File: config.mk
export PLATFORM = sky130hd
export DESIGN_NAME = gf2_row_feeder
export DESIGN_NICKNAME = d
export VERILOG_FILES = /design/src/rtl/gf2_sys_pkg.sv /design/src/rtl/gf2_skew_line.sv /design/src/rtl/gf2_row_feeder.sv
export SDC_FILE = /design/constraint.sdc
export NUM_CORES = 1
export LEC_CHECK = 0
export CORE_ASPECT_RATIO = 1.1
export CORE_MARGIN = 5
export CORE_UTILIZATION = 53
export CTS_CLUSTER_SIZE = 30
export DETAILED_ROUTE_END_ITERATION = 10
export HOLD_SLACK_MARGIN = 0.02
export PLACE_DENSITY = 0.91
export SYNTH_ARGS = -nofsm -noshare
export SYNTH_HDL_FRONTEND = slang
export SYNTH_SLANG_ARGS = --single-unit
export TNS_END_PERCENT = 50
File: constraint.sdc
create_clock -name clk -period 4.32 [get_ports clk]
set_clock_uncertainty 0.1 [all_clocks]
set_input_delay 1.08 -clock clk [delete_from_list [all_inputs] [get_ports clk]]
set_output_delay 1.08 -clock clk [all_outputs]
set_load 0.1 [all_outputs]
File: src/rtl/gf2_sys_pkg.sv
// ---------------------------------------------------------------------------
// gf2_sys_pkg
//   Shared definitions for the single-pass GF(2) systolic systemizer.
//   - Array op codes driven along each processor row (column 0 op_in is tied
//     to OP_PASS by the array top level).
//   - State encoding of the row feeder FSM.
// ---------------------------------------------------------------------------
package gf2_sys_pkg;

  localparam logic [1:0] OP_PASS  = 2'b00;
  localparam logic [1:0] OP_LOAD  = 2'b01;
  localparam logic [1:0] OP_XOR   = 2'b10;
  localparam logic [1:0] OP_START = 2'b11;

  typedef enum logic [2:0] {
    IDLE  = 3'd0,
    FETCH = 3'd1,
    FLUSH = 3'd2,
    DRAIN = 3'd3,
    DONE  = 3'd4
  } feeder_state_t;

endpackage

File: src/rtl/gf2_skew_line.sv
// ---------------------------------------------------------------------------
// gf2_skew_line
//   Fixed-length delay line of DEPTH registers, W bits wide. One instance per
//   array column gives that column its diagonal skew.
// Ports
//   clk    in  1   rising-edge clock
//   rst_n  in  1   asynchronous active-low clear of every stage
//   din    in  W   value entering the line this cycle
//   dout   out W   value that entered DEPTH cycles ago
// ---------------------------------------------------------------------------
module gf2_skew_line #(
  parameter int DEPTH = 1,
  parameter int W     = 3
) (
  input  logic         clk,
  input  logic         rst_n,
  input  logic [W-1:0] din,
  output logic [W-1:0] dout
);

  logic [DEPTH-1:0][W-1:0] stage;

  // Clearing every stage on reset guarantees no stray start/finish reaches
  // the array after an aborted run.
  always_ff @(posedge clk or negedge rst_n) begin
    if (!rst_n) begin
      stage <= '0;
    end else begin
      stage[0] <= din;
      for (int i = 1; i < DEPTH; i++) begin
        stage[i] <= stage[i-1];
      end
    end
  end

  assign dout = stage[DEPTH-1];

endmodule

File: src/rtl/gf2_row_feeder.sv
// ---------------------------------------------------------------------------
// gf2_row_feeder
//   Reads M rows of an N-column GF(2) matrix from a row memory and feeds them
//   into the systolic array with diagonal skew (column j lags column j-1 by
//   one cycle). Row 0 carries start; after the last row N flush slots carry
//   finish so each processor shifts out its pivot register. done pulses once
//   the wavefront has left column N-1.
// Ports
//   clk         in   1       rising-edge clock
//   rst_n       in   1       asynchronous active-low reset
//   go          in   1       start request, ignored while busy
//   rd_en       out  1       row-memory read strobe
//   rd_addr     out  ADDR_W  row index being read (holds when idle)
//   rd_data     in   N       row data, valid one cycle after rd_en
//   data_out    out  N       skewed data for each array column
//   start_out   out  N       skewed start for each array column
//   finish_out  out  N       skewed finish for each array column
//   busy        out  1       run in progress (through the done cycle)
//   done        out  1       one-cycle end-of-run pulse
// ---------------------------------------------------------------------------
module gf2_row_feeder
  import gf2_sys_pkg::*;
#(
  parameter int N      = 8,
  parameter int M      = 8,
  parameter int ADDR_W = 3
) (
  input  logic              clk,
  input  logic              rst_n,
  input  logic              go,
  output logic              rd_en,
  output logic [ADDR_W-1:0] rd_addr,
  input  logic [N-1:0]      rd_data,
  output logic [N-1:0]      data_out,
  output logic [N-1:0]      start_out,
  output logic [N-1:0]      finish_out,
  output logic              busy,
  output logic              done
);

  localparam int               CW       = $clog2(N + 1);
  localparam logic [ADDR_W-1:0] LAST_ROW = ADDR_W'(M - 1);
  localparam logic [CW-1:0]     CNT_LAST = CW'(N);

  feeder_state_t     state, next_state;
  logic [ADDR_W-1:0] row_cnt;
  logic [CW-1:0]     cnt;
  logic              row_vld_q;
  logic              first_q;
  logic              fin_q;

  always_ff @(posedge clk or negedge rst_n) begin
    if (!rst_n) begin
      state <= IDLE;
    end else begin
      state <= next_state;
    end
  end

  // FLUSH and DRAIN each run for N+1 counts (0..N). The extra count in each
  // phase absorbs the one-cycle memory latency and the output register, so
  // done lands two cycles after the last finish leaves column N-1. The last
  // FLUSH count is a bubble: finish is only raised for counts 0..N-1.
  always_comb begin
    next_state = state;
    unique case (state)
      IDLE:    if (go) next_state = FETCH;
      FETCH:   if (row_cnt == LAST_ROW) next_state = FLUSH;
      FLUSH:   if (cnt == CNT_LAST) next_state = DRAIN;
      DRAIN:   if (cnt == CNT_LAST) next_state = DONE;
      DONE:    next_state = IDLE;
      default: next_state = IDLE;
    endcase
  end

  // Row counter doubles as the read address; it only restarts on an
  // accepted go, so the address holds its last value while idle.
  always_ff @(posedge clk or negedge rst_n) begin
    if (!rst_n) begin
      row_cnt <= '0;
      cnt     <= '0;
    end else begin
      if (state == IDLE && go) begin
        row_cnt <= '0;
      end else if (state == FETCH && row_cnt != LAST_ROW) begin
        row_cnt <= row_cnt + ADDR_W'(1);
      end
      if ((state == FLUSH || state == DRAIN) && cnt != CNT_LAST) begin
        cnt <= cnt + CW'(1);
      end else begin
        cnt <= '0;
      end
    end
  end

  // Qualifiers delayed by one cycle so they line up with rd_data; row data is
  // gated so memory output outside a read slot never enters the array.
  always_ff @(posedge clk or negedge rst_n) begin
    if (!rst_n) begin
      row_vld_q <= 1'b0;
      first_q   <= 1'b0;
      fin_q     <= 1'b0;
    end else begin
      row_vld_q <= (state == FETCH);
      first_q   <= (state == FETCH) && (row_cnt == '0);
      fin_q     <= (state == FLUSH) && (cnt != CNT_LAST);
    end
  end

  assign rd_en   = (state == FETCH);
  assign rd_addr = row_cnt;
  assign busy    = (state != IDLE);
  assign done    = (state == DONE);

  for (genvar j = 0; j < N; j++) begin : g_col
    logic [2:0] lane_out;

    gf2_skew_line #(
      .DEPTH (j + 1),
      .W     (3)
    ) u_skew (
      .clk   (clk),
      .rst_n (rst_n),
      .din   ({rd_data[j] & row_vld_q, first_q, fin_q}),
      .dout  (lane_out)
    );

    assign data_out[j]   = lane_out[2];
    assign start_out[j]  = lane_out[1];
    assign finish_out[j] = lane_out[0];
  end

endmodule
# ---- Word level (Yosys, flattened, before mapping)
# Cells that the tools add are included.
dict set report totals {
  n_memories 0
  romBits 0
  ramBits 0
  regBits 121
  latch_bits 0
}
dict set report op_classes {
  muxes 8
  n_bitwise 8
  addsub 2
  reduce_logical 11
  order_cmp 0
  mul 0
  n_div 0
  eq_ne 12
  shift 0
}
# cell count
set op_table {}
lappend op_table {{$mux W3} 6}
lappend op_table {{$pmux W3 S4} 1}
lappend op_table {{$and A1 B1 Y1} 8}
lappend op_table {{$eq A3 B2 Y1 const B} 2}
lappend op_table {{$eq A3 B3 Y1 const B} 2}
lappend op_table {{$logic_not A3 Y1} 2}
lappend op_table {{$ne A2 B2 Y1 const B} 3}
lappend op_table {{$logic_and A1 B1 Y1} 5}
lappend op_table {{$add A4 B1 Y4 const B} 1}
lappend op_table {{$eq A4 B4 Y1 const B} 1}
lappend op_table {{$mux W4} 1}
lappend op_table {{$ne A4 B4 Y1 const B} 1}
lappend op_table {{$reduce_and A4 Y1} 1}
lappend op_table {{$add A3 B1 Y3 const B} 1}
lappend op_table {{$eq A3 B1 Y1 const B} 1}
lappend op_table {{$ne A3 B3 Y1 const B} 1}
lappend op_table {{$reduce_bool A3 Y1} 1}
lappend op_table {{$ne A2 B1 Y1 const B} 1}
lappend op_table {{$reduce_bool A2 Y1} 1}
lappend op_table {{$logic_or A1 B1 Y1} 1}

# ---- Logic depth before layout (Yosys ltp)
# Gate-level depths: netlist of the first run.
dict set report depth {
  depth_word 4
  mapped_depth 5
  mapped_depth_nobuf 5
}

# ---- Hierarchy
# Synthesis of the first run repeated with hierarchy kept, for this count alone.
dict set report unflattened {
  hier_cells 196
  hier_area_um2 3574.7
}
# module n_inst cells_each area_each_um2
set by_module_without_submodules {}
lappend by_module_without_submodules {gf2_row_feeder 1 67 714.4}
lappend by_module_without_submodules {{gf2_skew_line (g_col[7].u_skew)} 1 27 623.1}
lappend by_module_without_submodules {{gf2_skew_line (g_col[6].u_skew)} 1 24 548.0}
lappend by_module_without_submodules {{gf2_skew_line (g_col[5].u_skew)} 1 21 473.0}
lappend by_module_without_submodules {{gf2_skew_line (g_col[4].u_skew)} 1 18 397.9}
lappend by_module_without_submodules {{gf2_skew_line (g_col[3].u_skew)} 1 15 322.8}
lappend by_module_without_submodules {{gf2_skew_line (g_col[2].u_skew)} 1 12 247.7}
lappend by_module_without_submodules {{gf2_skew_line (g_col[1].u_skew)} 1 9 172.7}
lappend by_module_without_submodules {{gf2_skew_line (g_col[0].u_skew)} 1 3 75.1}

# ---- Worst setup path after synthesis of the first run
# OpenSTA, ideal clock, no wires.
dict set report synth_path {
  path_type {register to output}
  from {register state[1]}
  to {output done}
  path_slack_ns 0.358
  t_required_ns 3.140
  arrival_time_ns 2.782
  stages_incl_launch_ff 3
  path_buffers 1
  path_cell_list {dfrtp_1 -> clkbuf_1 -> nor3b_1}
}
dict set report synth_between {
  elab_chain_cells 1
}
# element line_no
set synth_lines {}
lappend synth_lines {{from (decl)} gf2_row_feeder.sv:45} ;# feeder_state_t state, next_state;
lappend synth_lines {{from (signal assigned)} gf2_row_feeder.sv:56} ;# state <= next_state;
lappend synth_lines {{$eq A3 B3 Y1} gf2_row_feeder.sv:113} ;# assign done = (state == DONE);
lappend synth_lines {{to (decl)} gf2_row_feeder.sv:38} ;# output logic done
# No other way between the ends.

# ---- Worst setup path after layout of the first run
dict set report layout_path {
  from {register state[0]}
  to {output busy}
}
dict set report layout_between {
  elab_chain_cells 1
}
# element line_no
set layout_lines {}
lappend layout_lines {{$reduce_bool A3 Y1} gf2_row_feeder.sv:112} ;# assign busy = (state != IDLE);
lappend layout_lines {{to (decl)} gf2_row_feeder.sv:37} ;# output logic busy,
# No other way between the ends.

==> results of run 1 <==
logic make-up after synthesis:
logic type               after synthesis
flip-flops                            65
buffers and inverters                 32
AND/OR/NAND/NOR                       25
AO/OA/AOI/OAI                         10
adder cells (fa/ha/maj)                5
XOR/XNOR                               3
multiplexers                           1
worst max-delay path, delay by kind of cell, from the launching register on:
family	cells	cell delay, ns
simple gates	1	0.09
flops	1	0.50
buf+inv	2	1.30
per-layer routing:
layer | up-vias | global-route usage [%] | part of all wire [%]
li1 | 482 | - | -
met1 | 532 | 14.53 | 40
met2 | 47 | 19.48 | 48
met3 | 9 | 7.451 | 8.3
met4 | 0 | 8.083 | 2.9
met5 | - | 0 | 0
synthesized netlist by cell type:
cell,n
sky130_fd_sc_hd__dfrtp_1,65
sky130_fd_sc_hd__buf_4,24
sky130_fd_sc_hd__and2_1,8
sky130_fd_sc_hd__inv_1,6
sky130_fd_sc_hd__nor2_1,6
sky130_fd_sc_hd__ha_1,5
sky130_fd_sc_hd__o2bb2ai_1,3
sky130_fd_sc_hd__a211oi_1,2
sky130_fd_sc_hd__a21oi_1,2
sky130_fd_sc_hd__nor3_1,2
sky130_fd_sc_hd__xnor2_1,2
sky130_fd_sc_hd__a22oi_1,1
sky130_fd_sc_hd__a311oi_1,1
sky130_fd_sc_hd__and3b_1,1
sky130_fd_sc_hd__and3b_2,1
sky130_fd_sc_hd__and4b_2,1
sky130_fd_sc_hd__buf_2,1
sky130_fd_sc_hd__clkbuf_1,1
sky130_fd_sc_hd__mux2i_1,1
sky130_fd_sc_hd__nand2_1,1
sky130_fd_sc_hd__nand3_1,1
sky130_fd_sc_hd__nor2b_1,1
sky130_fd_sc_hd__nor3b_1,1
sky130_fd_sc_hd__nor4b_1,1
sky130_fd_sc_hd__o21ai_0,1
sky130_fd_sc_hd__or3b_4,1
sky130_fd_sc_hd__xor2_1,1
sequential cells by signal, summed over array words and instances, names as in the netlist:
| name | flops |
|---|---|
| row_vld_q | 1 |
| cnt | 4 |
| first_q | 1 |
| rd_addr | 3 |
| g_col.u_skew.dout | 14 |
| fin_q | 1 |
| state | 3 |
| g_col.u_skew.stage | 38 |
layout make-up:
type / instances / area (um2)
Timing Repair Buffer: 41 / 400.4
Clock inverter: 1 / 5.005
Fill cell: 290 / 1379
Tap cell: 52 / 65.06
Clock buffer: 13 / 138.9
Sequential cell: 65 / 1627
Inverter: 6 / 22.52
Multi-Input combinational cell: 44 / 326.6
worst paths after layout:
check	start	end	slack, ns	depth (start not counted)
setup / recovery	state[0]	busy	0.93	3
hold / removal	g_col[5].u_skew.stage[14]	g_col[5].u_skew.dout[2]	0.25	0
setup reg to reg	rd_addr[1]	rd_addr[1]	2.69	5
hold reg to reg	g_col[5].u_skew.stage[14]	g_col[5].u_skew.dout[2]	0.25	0
max in group asynchronous	rst_n	g_col[5].u_skew.dout[2]	2.52	2
min in group asynchronous	rst_n	g_col[7].u_skew.stage[20]	0.81	1
metrics by stage:
step,instances,hold slack (ns)
6_report,222,0.2466
5_1_grt,222,0.2528
4_1_cts,222,0.2484
3_5_place_dp,208,0.2347
3_3_place_gp,208,0.2319
2_1_floorplan,141,0.2312
==> impl_summary.log, run 1 <==
[metrics] result of the run: complete, no violations
[metrics] remaining routing DRC violations: 0
[metrics] maximum level of the CTS H-tree: 3
[metrics] number of setup violations in the final report: 0
[metrics] total negative slack: 0 ns
[metrics] antenna violations before repair: 0
[metrics] final RePlAce weighted congestion: 0.7339
[metrics] CP startpoint kind: register
[metrics] TritonRoute pass-1 iters: 4
[metrics] commonest non-fill, non-tap cell in the layout: sky130_fd_sc_hd__dfrtp_1
[metrics] worst relative slew slack: 33.63%
[metrics] final net count: 183
[metrics] shortest period the worst path allows: 3.391 ns
[metrics] Synth Area in Simple Gates: 7.168%
[metrics] remaining global-route overflow: 0
[metrics] mux contribution to synthesized area: 0.4624%
[metrics] area of the die: 5463 um2
[metrics] Hold Crit Class: reg -> reg
[metrics] final hold violations: 0
[metrics] worst endpoint required time: 3.14 ns
[metrics] routed via count divided by cell count: 4.820
[metrics] detailed router's first-iteration violation count: 61
[metrics] Die H: 77.03 um
[metrics] design area: 2585 um2
[metrics] critical path start-end classification: reg -> out
[metrics] WL/cell: 13.73 um
[metrics] quantity of gates resized following cts: 0
[metrics] CP arrival: 2.21 ns
[metrics] Mapped Nets: 157
[metrics] clock latency of the later-clocked register in the worst-skew pair: 0.32 ns
[metrics] library cell with the largest summed area after synthesis: sky130_fd_sc_hd__dfrtp_1
[metrics] Die X-Extent: 70.93 um
[metrics] number of buffers inserted during clock tree synthesis: 9
[metrics] total number of vias: 1,070
[metrics] highest achievable clock rate: 0.2949 GHz
[metrics] synthesized instance count: 141
[metrics] Netlist Area Pre-Place: 2165 um2
[metrics] RSZ-0062 raised after global routing: false
[metrics] CP cell instances: inv_1 > nand2_1 > clkdlybuf4s50_1
[metrics] share of the yosys chip area belonging to registers: 75.14%
[metrics] share of final-layout standard cells stronger than drive strength 1: 9.412%
[metrics] slowest CP cell: sky130_fd_sc_hd__clkdlybuf4s50_1
[metrics] via count of the first global-routing pass: 1,167
[metrics] Initial Utilization: 54.61%
[metrics] Synth Warn #: 0
[metrics] Sinks on Clock Net: 65
[metrics] CTS clk-pin slew, worst paths: 0.06 ns
[metrics] endpoint type of the worst setup path: output pin
[metrics] Final Routed Wirelength: 3.048 mm
[metrics] xor/xnor cell area share of the yosys netlist: 1.214%
[metrics] number of pins exceeding their max-slew limit in the final report: 0
[metrics] arithmetic-cell share of the synthesized area counting full adders, half adders and majority gates: 2.890%
[metrics] number of placement rows: 24
[metrics] Area Growth Syn to Fin: 19.42%
[metrics] area share of the largest cell type after synthesis: 75.14%
[metrics] Global Route Usage Sum: 13.15%
[metrics] clk buf depth: 2
[metrics] area of the placeable core: 3964 um2
[metrics] antenna cell count: 0
[metrics] Place WS: 1.268 ns
[metrics] commonest cells after routing, fill and taps aside: sky130_fd_sc_hd__dfrtp_1, sky130_fd_sc_hd__clkdlybuf4s50_1, sky130_fd_sc_hd__clkbuf_8, sky130_fd_sc_hd__and2_1
[metrics] Area after DPL: 2441 um2
[metrics] total setup buffers inserted after CTS: 0
[metrics] synthesized-area fraction occupied by ao, oa, aoi and oai cells: 3.353%
[metrics] hold-fix buffers at CTS: 0
[metrics] TritonCTS clock tree: built
[metrics] pin count of the biggest net entering global routing: 48
[metrics] wire length of the first global-routing pass: 5.326 mm
[metrics] reported max-cap violation count: 0
[metrics] ratio of final minimum period to clock period: 78.49%
[metrics] worst-case setup margin in the final layout: 0.9292 ns
[metrics] slew at the pin with the worst max-slew slack: 0.9925 ns
[metrics] antenna-violating nets left: 0
[metrics] HPWL Detailed: 2.164 mm
[metrics] count of buffers from port buffering: 40
[metrics] Synth Area per Inst: 15.35 um2
[metrics] I/O pin count: 41
[metrics] flip-flop and latch count after synthesis: 65
[metrics] main combinational cell family by area after synthesis: buffers and inverters
[metrics] clock tree root driver cell: sky130_fd_sc_hd__clkbuf_8
[metrics] final standard cell utilization of the core: 65.21%
[metrics] post-synthesis cell type count: 27
[metrics] cells taking the most area after synthesis: sky130_fd_sc_hd__dfrtp_1, sky130_fd_sc_hd__buf_4, sky130_fd_sc_hd__ha_1
[metrics] delay of the slowest cell on the worst path: 1.13 ns
[metrics] top fanout value on the critical path: 9
Power of run 1 is left out: the tool's default activity adds up to more than one toggle a clock period on the data nets, which glitch-free logic cannot reach.
==> run 2: changes to the inputs <==
--- a/config.mk
+++ b/config.mk
@@ -7,11 +7,11 @@
 export LEC_CHECK = 0
 export CORE_ASPECT_RATIO = 1.1
 export CORE_MARGIN = 5
-export CORE_UTILIZATION = 53
+export CORE_UTILIZATION = 45
 export CTS_CLUSTER_SIZE = 30
 export DETAILED_ROUTE_END_ITERATION = 10
 export HOLD_SLACK_MARGIN = 0.02
-export PLACE_DENSITY = 0.91
+export PLACE_DENSITY = 0.83
 export SYNTH_ARGS = -nofsm -noshare
 export SYNTH_HDL_FRONTEND = slang
 export SYNTH_SLANG_ARGS = --single-unit
==> constraint.sdc (replaced) <==
create_clock -name clk -period 2.9 [get_ports clk]
set_clock_uncertainty 0.1 [all_clocks]
set_input_delay 0.725 -clock clk [delete_from_list [all_inputs] [get_ports clk]]
set_output_delay 0.725 -clock clk [all_outputs]
set_load 0.1 [all_outputs]
==> run 2 against run 1 <==
Critical path depth is the same. Critical path type unchanged. Via count shrank 1.5%. Largest cell class unchanged. Worst setup slack lost 0.39 ns. Highest routed layer unchanged.
==> impl_summary.log, run 2 (synthesized netlist as in run 1, its figures left out) <==
[metrics] result of the run: complete, no violations (unchanged)
[metrics] top fanout value on the critical path: 9 (unchanged)
[metrics] quantity of gates resized following cts: 0 (unchanged)
[metrics] wire length of the first global-routing pass: 5.554 mm (was 5.326 mm)
[metrics] Area Growth Syn to Fin: 19.60% (was 19.42%)
[metrics] detailed router's first-iteration violation count: 48 (was 61)
[metrics] hold-fix buffers at CTS: 0 (unchanged)
[metrics] remaining routing DRC violations: 0 (unchanged)
[metrics] Hold Crit Class: in -> async (was reg -> reg)
[metrics] number of flip-flops in the largest register: 38 (unchanged)
[metrics] antenna cell count: 0 (unchanged)
[metrics] clock tree root driver cell: sky130_fd_sc_hd__clkbuf_8 (unchanged)
[metrics] count of buffers from port buffering: 40 (unchanged)
[metrics] highest achievable clock rate: 0.4231 GHz
[metrics] clock latency of the later-clocked register in the worst-skew pair: 0.34 ns (was 0.32 ns)
[metrics] Sinks on Clock Net: 65 (unchanged)
[metrics] final hold violations: 0 (unchanged)
[metrics] Final Routed Wirelength: 3.182 mm (was 3.048 mm)
[metrics] Initial Utilization: 46.53% (was 54.61%)
[metrics] clk buf depth: 2 (unchanged)
[metrics] pin count of the biggest net entering global routing: 45 (was 48)
[metrics] worst endpoint required time: 2.08 ns (was 3.14 ns)
[metrics] RSZ-0062 raised after global routing: false (unchanged)
[metrics] TritonCTS clock tree: built (unchanged)
[metrics] total setup buffers inserted after CTS: 0 (unchanged)
[metrics] via count of the first global-routing pass: 1,189 (was 1,167)
[metrics] area of the die: 6299 um2 (was 5463 um2)
[metrics] total number of vias: 1,054 (was 1,070)
[metrics] count of filler cells inserted in the layout: 371 (was 290)
[metrics] total negative slack: 0 ns (unchanged)
[metrics] commonest cells after routing, fill and taps aside: sky130_fd_sc_hd__dfrtp_1, sky130_fd_sc_hd__buf_4, sky130_fd_sc_hd__clkbuf_8, sky130_fd_sc_hd__clkdlybuf4s50_1, sky130_fd_sc_hd__and2_1 (was sky130_fd_sc_hd__dfrtp_1, sky130_fd_sc_hd__clkdlybuf4s50_1, sky130_fd_sc_hd__clkbuf_8, sky130_fd_sc_hd__and2_1)
[metrics] antenna violations before repair: 0 (unchanged)
[metrics] remaining global-route overflow: 0 (unchanged)
[metrics] ratio of final minimum period to clock period: 81.50%
[metrics] worst hold slack: 0.2343 ns (was 0.2466 ns)
[metrics] WL/cell: 13.96 um (was 13.73 um)
[metrics] shortest period the worst path allows: 2.364 ns
[metrics] share of final-layout standard cells stronger than drive strength 1: 30.81% (was 9.412%)
[metrics] CTS clk-pin slew, worst paths: 0.07 ns (was 0.06 ns)
[metrics] I/O pin count: 41 (unchanged)
[metrics] CP arrival: 1.54 ns (was 2.21 ns)
[metrics] maximum level of the CTS H-tree: 3 (unchanged)
[metrics] Die H: 82.74 um (was 77.03 um)
[metrics] number of setup violations in the final report: 0 (unchanged)
[metrics] slew at the pin with the worst max-slew slack: 0.5240 ns (was 0.9925 ns)
[metrics] TritonRoute pass-1 iters: 4 (unchanged)
[metrics] area of the placeable core: 4652 um2 (was 3964 um2)
[metrics] critical path start-end classification: reg -> out (unchanged)
[metrics] Die X-Extent: 76.13 um (was 70.93 um)
[metrics] number of pins exceeding their max-slew limit in the final report: 0 (unchanged)
[metrics] CP startpoint kind: register (unchanged)
[metrics] routed via count divided by cell count: 4.623 (was 4.820)
[metrics] number of buffers inserted during clock tree synthesis: 9 (unchanged)
[metrics] most flop-heavy register: g_col.u_skew.stage (unchanged)
[metrics] endpoint type of the worst setup path: output pin (unchanged)
[metrics] number of placement rows: 26 (was 24)
[metrics] commonest non-fill, non-tap cell in the layout: sky130_fd_sc_hd__dfrtp_1 (unchanged)
[metrics] antenna-violating nets left: 0 (unchanged)
[metrics] reported max-cap violation count: 0 (unchanged)
[metrics] HPWL Detailed: 2.258 mm (was 2.164 mm)
[metrics] final net count: 183 (unchanged)
[metrics] Global Route Usage Sum: 11.82% (was 13.15%)
[metrics] final RePlAce weighted congestion: 0.7937 (was 0.7339)
[metrics] worst relative slew slack: 65.06% (was 33.63%)
## run 2: critical path: stages, from the launching register on
cell and delay, ns:
sky130_fd_sc_hd__dfrtp_1 0.51, sky130_fd_sc_hd__inv_1 0.18, sky130_fd_sc_hd__nor3_2 0.18, sky130_fd_sc_hd__buf_4 0.33
## run 2: path summary, 6_finish.rpt
kind | startpoint | to | slack, ns | cells after the start
worst min-delay path | rst_n | g_col[6].u_skew.stage[14] | 0.23 | 1
min in group clk | g_col[5].u_skew.stage[14] | g_col[5].u_skew.dout[2] | 0.24 | 0
worst min register to register | g_col[5].u_skew.stage[14] | g_col[5].u_skew.dout[2] | 0.24 | 0
worst max register to register | rd_addr[0] | rd_addr[0] | 1.24 | 5
max in group asynchronous | rst_n | g_col[6].u_skew.stage[12] | 1.57 | 2
worst max-delay path | state[0] | rd_en | 0.54 | 3
## run 2: metal layers
layer / vias up / GRT usage, % / routed length (um)
met5: - / 0 / 0
met4: 0 / 6.294 / 65
met3: 7 / 5.965 / 281
met2: 42 / 18.58 / 1612
met1: 519 / 13.30 / 1222
li1: 486 / - / -
## run 2: cell type report
type,count,area (um2),area share (%)
multi-input combinational,44,336.6,13.00
inverter,6,22.52,0.8700
clock inverter,6,67.56,2.610
timing repair buffer,41,327.8,12.66
clock buffer,10,137.6,5.317
sequential,65,1627,62.83
tap,56,70.07,2.707
## run 2: stage by stage
step	std cells	cell area, um2	setup slack (ns)	utilization (%)
after floorplan	141	2175	0.2599	-
after global routing	228	2589	0.4138	55.65
after detailed placement	212	2384	0.9055	51.24
final	228	2589	0.5364	55.65
after CTS	228	2589	0.5210	55.65
after global placement	212	2384	0.9798	51.24
Power of run 2 is left out for the same reason.
==> run 3: changes to the inputs <==
==> constraint.sdc (replaced) <==
create_clock -name clk -period 2 [get_ports clk]
set_clock_uncertainty 0.1 [all_clocks]
set_input_delay 0.5 -clock clk [delete_from_list [all_inputs] [get_ports clk]]
set_output_delay 0.5 -clock clk [all_outputs]
set_load 0.1 [all_outputs]
==> run 3 against run 2 <==
Die area unchanged. Final cell count up 0.44%. Worst hold slack better by 0.013 ns. Critical endpoint is now done. Worst setup slack worse by 0.46 ns. Design area up 15%. Critical path depth unchanged. First-iteration DRC count up 19%. Via count up 2.3%. Core utilization up 8.5 points. Non-clock buffer count up 4. Register-to-register slack worse by 0.91 ns. Highest routed layer unchanged. Routed wire length up 2.6%.
==> impl_summary.log, run 3 (synthesized netlist as in run 1, its figures left out) <==
[metrics] result of the run: complete, no violations (unchanged)
[metrics] Die X-Extent: 76.13 um (unchanged)
[metrics] HPWL Detailed: 2.356 mm (was 2.258 mm)
[metrics] remaining routing DRC violations: 0 (unchanged)
[metrics] number of pins exceeding their max-slew limit in the final report: 0 (unchanged)
[metrics] reported max-cap violation count: 0 (unchanged)
[metrics] number of flip-flops in the largest register: 38 (unchanged)
[metrics] slew at the pin with the worst max-slew slack: 0.4335 ns (was 0.5240 ns)
[metrics] Final Routed Wirelength: 3.266 mm (was 3.182 mm)
[metrics] RSZ-0062 raised after global routing: false (unchanged)
[metrics] final net count: 187 (was 183)
[metrics] worst endpoint required time: 1.40 ns (was 2.08 ns)
[metrics] antenna violations before repair: 0 (unchanged)
[metrics] number of buffers inserted during clock tree synthesis: 9 (unchanged)
[metrics] total negative slack: 0 ns (unchanged)
[metrics] endpoint of the worst register-to-register path: rd_addr[1] (was rd_addr[0])
[metrics] total number of vias: 1,078 (was 1,054)
[metrics] area of the placeable core: 4652 um2 (unchanged)
[metrics] worst setup path endpoint: done (was rd_en)
[metrics] Hold Crit Class: reg -> reg (was in -> async)
[metrics] Die H: 82.74 um (unchanged)
[metrics] top fanout value on the critical path: 3 (was 9)
[metrics] CP arrival: 1.32 ns (was 1.54 ns)
[metrics] clock latency of the later-clocked register in the worst-skew pair: 0.33 ns (was 0.34 ns)
[metrics] share of final-layout standard cells stronger than drive strength 1: 31.21% (was 30.81%)
[metrics] I/O pin count: 41 (unchanged)
[metrics] CTS clk-pin slew, worst paths: 0.06 ns (was 0.07 ns)
[metrics] antenna-violating nets left: 0 (unchanged)
[metrics] critical path start-end classification: reg -> out (unchanged)
[metrics] startpoint of the worst setup timing path: state[0] (unchanged)
[metrics] Reg2Reg Launch Point: rd_addr[1] (was rd_addr[0])
[metrics] shortest period the worst path allows: 1.919 ns
[metrics] design area: 2983 um2 (was 2589 um2)
[metrics] remaining global-route overflow: 0 (unchanged)
[metrics] commonest cells after routing, fill and taps aside: sky130_fd_sc_hd__dfrtp_1, sky130_fd_sc_hd__buf_12, sky130_fd_sc_hd__clkbuf_8, sky130_fd_sc_hd__clkdlybuf4s50_1, sky130_fd_sc_hd__and2_1 (was sky130_fd_sc_hd__dfrtp_1, sky130_fd_sc_hd__buf_4, sky130_fd_sc_hd__clkbuf_8, sky130_fd_sc_hd__clkdlybuf4s50_1, sky130_fd_sc_hd__and2_1)
[metrics] antenna cell count: 0 (unchanged)
[metrics] R2R depth: 5 (unchanged)
[metrics] Initial Utilization: 46.53% (unchanged)
[metrics] commonest non-fill, non-tap cell in the layout: sky130_fd_sc_hd__dfrtp_1 (unchanged)
[metrics] slack of the worst reg-to-reg path: 0.33 ns (was 1.24 ns)
[metrics] endpoint type of the worst setup path: output pin (unchanged)
[metrics] number of setup violations in the final report: 0 (unchanged)
[metrics] highest achievable clock rate: 0.5212 GHz
[metrics] WL/cell: 14.26 um (was 13.96 um)
[metrics] pin count of the biggest net entering global routing: 35 (was 45)
[metrics] count of buffers from port buffering: 40 (unchanged)
[metrics] most flop-heavy register: g_col.u_skew.stage (unchanged)
[metrics] clock tree root driver cell: sky130_fd_sc_hd__clkbuf_8 (unchanged)
[metrics] Area after DPL: 2791 um2 (was 2384 um2)
[metrics] via count of the first global-routing pass: 1,201 (was 1,189)
[metrics] final hold violations: 0 (unchanged)
[metrics] worst-case setup margin in the final layout: 0.08136 ns (was 0.5364 ns)
[metrics] maximum level of the CTS H-tree: 3 (unchanged)
[metrics] worst relative slew slack: 71.10% (was 65.06%)
[metrics] ratio of final minimum period to clock period: 95.93%
[metrics] detailed router's first-iteration violation count: 57 (was 48)
[metrics] Place WS: 0.2329 ns (was 0.9055 ns)
[metrics] wire length of the first global-routing pass: 5.720 mm (was 5.554 mm)
[metrics] area of the die: 6299 um2 (unchanged)
[metrics] TritonCTS clock tree: built (unchanged)
[metrics] Area Growth Syn to Fin: 37.80% (was 19.60%)
[metrics] number of placement rows: 26 (unchanged)
[metrics] CP startpoint kind: register (unchanged)
[metrics] clk buf depth: 2 (unchanged)
[metrics] routed via count divided by cell count: 4.707 (was 4.623)
[metrics] Global Route Usage Sum: 12.07% (was 11.82%)
[metrics] TritonRoute pass-1 iters: 4 (unchanged)
[metrics] final RePlAce weighted congestion: 0.7337 (was 0.7937)
[metrics] Sinks on Clock Net: 65 (unchanged)
[metrics] worst hold slack: 0.2468 ns (was 0.2343 ns)
run 3: cell count changes in the layout (fill, tap and decap cells not counted), sizes merged:
| cell | before | now |
|---|---|---|
| clkinv | 3 | 1 |
| clkbuf | 10 | 12 |
| dlygate4sd3 | 0 | 1 |
| clkinvlp | 2 | 0 |
| buf | 32 | 35 |
| bufinv | 1 | 0 |
run 3: worst min-delay path by stage:
stage	startpoint	endpoint	slack, ns	cells past startpoint
6_report	g_col[6].u_skew.stage[17]	g_col[6].u_skew.dout[2]	0.25	0
5_1_grt	g_col[5].u_skew.stage[8]	g_col[5].u_skew.stage[11]	0.25	0
4_1_cts	g_col[4].u_skew.stage[5]	g_col[4].u_skew.stage[8]	0.25	0
3_5_place_dp	g_col[3].u_skew.stage[8]	g_col[3].u_skew.dout[2]	0.23	0
3_3_place_gp	g_col[6].u_skew.stage[11]	g_col[6].u_skew.stage[14]	0.23	0
2_1_floorplan	rst_n	cnt[0]	0.10	0
run 3: timing repair:
action | CTS | global route
setup endpoints to repair | 2 | 3
cloned | 0 | 0
hold buffers | 1 | 0
buffers inserted | 2 | 0
hold endpoints to repair | 18 | 0
gates resized for setup | 1 | 2
run 3: cell type report:
| cell class | instances | area [um2] |
|---|---|---|
| multi-input combinational | 44 | 349.1 |
| clock inverter | 1 | 5.005 |
| inverter | 6 | 22.52 |
| clock buffer | 12 | 145.1 |
| sequential | 65 | 1630 |
| fill | 332 | 1669 |
| tap | 56 | 70.07 |
| timing repair buffer | 45 | 760.7 |
run 3: worst max-delay path, stage by stage, from the launching register on:
cell                      delay, ns
sky130_fd_sc_hd__dfrtp_2       0.44
sky130_fd_sc_hd__buf_12        0.14
sky130_fd_sc_hd__nor3b_4       0.22
sky130_fd_sc_hd__buf_12        0.20
run 3: layer usage:
layer | track usage [%] | vias to the layer above | share of wire, % | wire length, um
li1 | - | 488 | - | -
met1 | 12.07 | 543 | 37 | 1214
met2 | 19.95 | 41 | 52 | 1704
met3 | 7.158 | 6 | 8.9 | 291
met4 | 6.469 | 0 | 1.7 | 56
met5 | 0 | - | 0 | 0
run 3: metrics by stage:
stage          utilization (%)  std cells
2_1_floorplan                -        141
3_3_place_gp             60.01        213
3_5_place_dp             60.01        213
4_1_cts                  64.07        229
5_1_grt                  64.12        229
6_report                 64.12        229
Power of run 3 is left out for the same reason.
==> edit (config.mk and constraints of run 2) <==
Reset style: synchronous (`rst_n`), changed in 4 clocked blocks. Comments in the files are not updated.
--- a/src/rtl/gf2_skew_line.sv
+++ b/src/rtl/gf2_skew_line.sv
@@ -24,3 +24,3 @@
   // the array after an aborted run.
-  always_ff @(posedge clk or negedge rst_n) begin
+  always_ff @(posedge clk) begin
     if (!rst_n) begin
--- a/src/rtl/gf2_row_feeder.sv
+++ b/src/rtl/gf2_row_feeder.sv
@@ -51,3 +51,3 @@
 
-  always_ff @(posedge clk or negedge rst_n) begin
+  always_ff @(posedge clk) begin
     if (!rst_n) begin
@@ -77,3 +77,3 @@
   // accepted go, so the address holds its last value while idle.
-  always_ff @(posedge clk or negedge rst_n) begin
+  always_ff @(posedge clk) begin
     if (!rst_n) begin
@@ -97,3 +97,3 @@
   // gated so memory output outside a read slot never enters the array.
-  always_ff @(posedge clk or negedge rst_n) begin
+  always_ff @(posedge clk) begin
     if (!rst_n) begin
Check against the original RTL: differs if rst_n is asserted again (counterexample within 4 cycles, from zero or initial values and one cycle with rst_n low); with rst_n held inactive, the same outputs for 10 cycles.
==> edit against run 2 <==
  * Synthesized area grew 1.6%
  * Routed wire length down 5.7%
  * Worst hold slack better by 0.096 ns
  * Highest routed layer unchanged
  * Synthesized cell count grew 39%
  * Count of clock-buffer cells in the layout increased by 1
  * Design area grew 0.82%
  * Worst setup slack improved by 0.079 ns
  * Maximum frequency rose by 3.5%
  * Sequential cell count stayed put
  * Critical path type unchanged
==> edit: results (changes against run 2) <==
status complete, no violations; Fill cells 430 (+16%); syn nets 212 (+35%); top cells by count, synth 65 x dfxtp_1, 44 x and2_1, 24 x buf_4, 11 x and3_1, 7 x nor2_1; Top reg by flops g_col.u_skew.stage; clk_lat worst skew 0.32 ns (-0.02 ns); Post-DP Area 2381 um2 (-0.11%); H-tree depth 3 (unchanged); first-pass GRT wire length 4995 um (-10%); Netlist cell types 29 (+7.4%); hpwl dp 2117 um (-6.2%); largest net degree at the start of global routing 50 (+11%); max reg flops 40 (+5.3%); routed vias/inst 4.484 (-3.0%); Post-CTS Setup Bufs 0 (unchanged); crit-path max FO 9 (unchanged); sequential-to-total area share from yosys stat 0.5919 (-0.1595); Final Wtd Congestion 0.7438 (-6.3%); area grow syn2layout 18.72%; critical path's slowest cell dfxtp_1; CTS Buffer Depth 2 (unchanged); gr usage total 0.1010 (-0.01719); largest stage delay on the critical path 0.55 ns (+0.04 ns); Worst Path Arrival 1.46 ns (-0.08 ns); ant diodes 0 (unchanged); Post-Syn Instances 196 (+39%); Placed Cells 261 (+23%); VDD IR max 0.0004882 V; vias in the first global route 1171 (-1.5%); layout cells sized above 1 0.2443 (-0.06380); Final Instance Count excl. Fillers 277 (+21%); Routed wire per std cell 10.84 um (-22%); PortBufs 40 (unchanged); pin slew with the least headroom to its limit 0.3822 ns (-0.1419 ns); Initial DRC Count 44 (-8.3%); DR pass1 iterations 2 (-2); ys flop type dfxtp_1; R2R Setup Slk 1.20 ns (-0.04 ns); Synth area leaders dfxtp_1 59%, and2_1 13%, buf_4 8.2%; Nets 232 (+27%); async set-reset flop share out of synthesis 0 (-1.000); Tightest Hold Check Type reg -> reg; Leak Pwr 1.183 nW
[edit: worst reg2reg max path: cells and delay by family (launching register included)]
kind / cells / cell delay (ns)
flops: 1 / 0.35
fa+ha+maj: 2 / 0.43
compound gates: 1 / 0.12
simple gates: 2 / 0.59
[edit: logic make-up after synthesis]
family	Yosys count	share of synthesized area
AO/OA/AOI/OAI	4	0.01366
XOR/XNOR	3	0.01195
adder cells (fa/ha/maj)	5	0.02846
buffers and inverters	38	0.1127
flip-flops	65	0.5919
multiplexers	3	0.01366
AND/OR/NAND/NOR	78	0.2277
[edit: routing by layer]
| layer | global-route usage | vias up | part of all wire |
|---|---|---|---|
| met2 | 0.1519 | 37 | 0.47 |
| met4 | 0.07631 | 0 | 0.030 |
| li1 | - | 636 | - |
| met1 | 0.1047 | 563 | 0.42 |
| met3 | 0.05411 | 6 | 0.078 |
| met5 | 0 | - | 0 |
[edit: layout make-up]
type / count / area, um2 / area share
clock buffers: 11 / 151.4 / 0.05801
clock inverters: 5 / 77.57 / 0.02972
inverters: 6 / 22.52 / 0.008629
multi-input cells: 93 / 654.4 / 0.2507
flip-flops and latches: 65 / 1301 / 0.4986
well taps: 56 / 70.07 / 0.02685
repair buffers: 41 / 332.8 / 0.1275
[edit: stage by stage]
stage                     hold WS [ns]  power [mW]  worst slack [ns]
after floorplan                 0.3119       1.203           -0.4521
after global placement          0.3138       1.251            0.8021
after detailed placement        0.3184       1.254            0.7763
after CTS                       0.3345       2.104            0.6012
after global routing            0.3407       2.162            0.4905
final                           0.3305       2.075            0.6152
[edit: report_power, final]
group	leakage [nW]	internal (mW)	switching [mW]
Combinational	0.543	0.0894	0.191
Sequential	0.525	0.922	0.0280
Clock	0.115	0.528	0.317
[edit: final timing paths]
kind	from	endpoint	cells past startpoint
hold reg to reg	g_col[3].u_skew.stage[2]$_SDFF_PN0_	g_col[3].u_skew.stage[5]$_SDFF_PN0_	1
setup / recovery	state[2]$_SDFFE_PN0P_	done	3
setup reg to reg	rd_addr[0]$_SDFFE_PP0P_	state[2]$_SDFFE_PN0P_	5
hold / removal	g_col[3].u_skew.stage[2]$_SDFF_PN0_	g_col[3].u_skew.stage[5]$_SDFF_PN0_	1
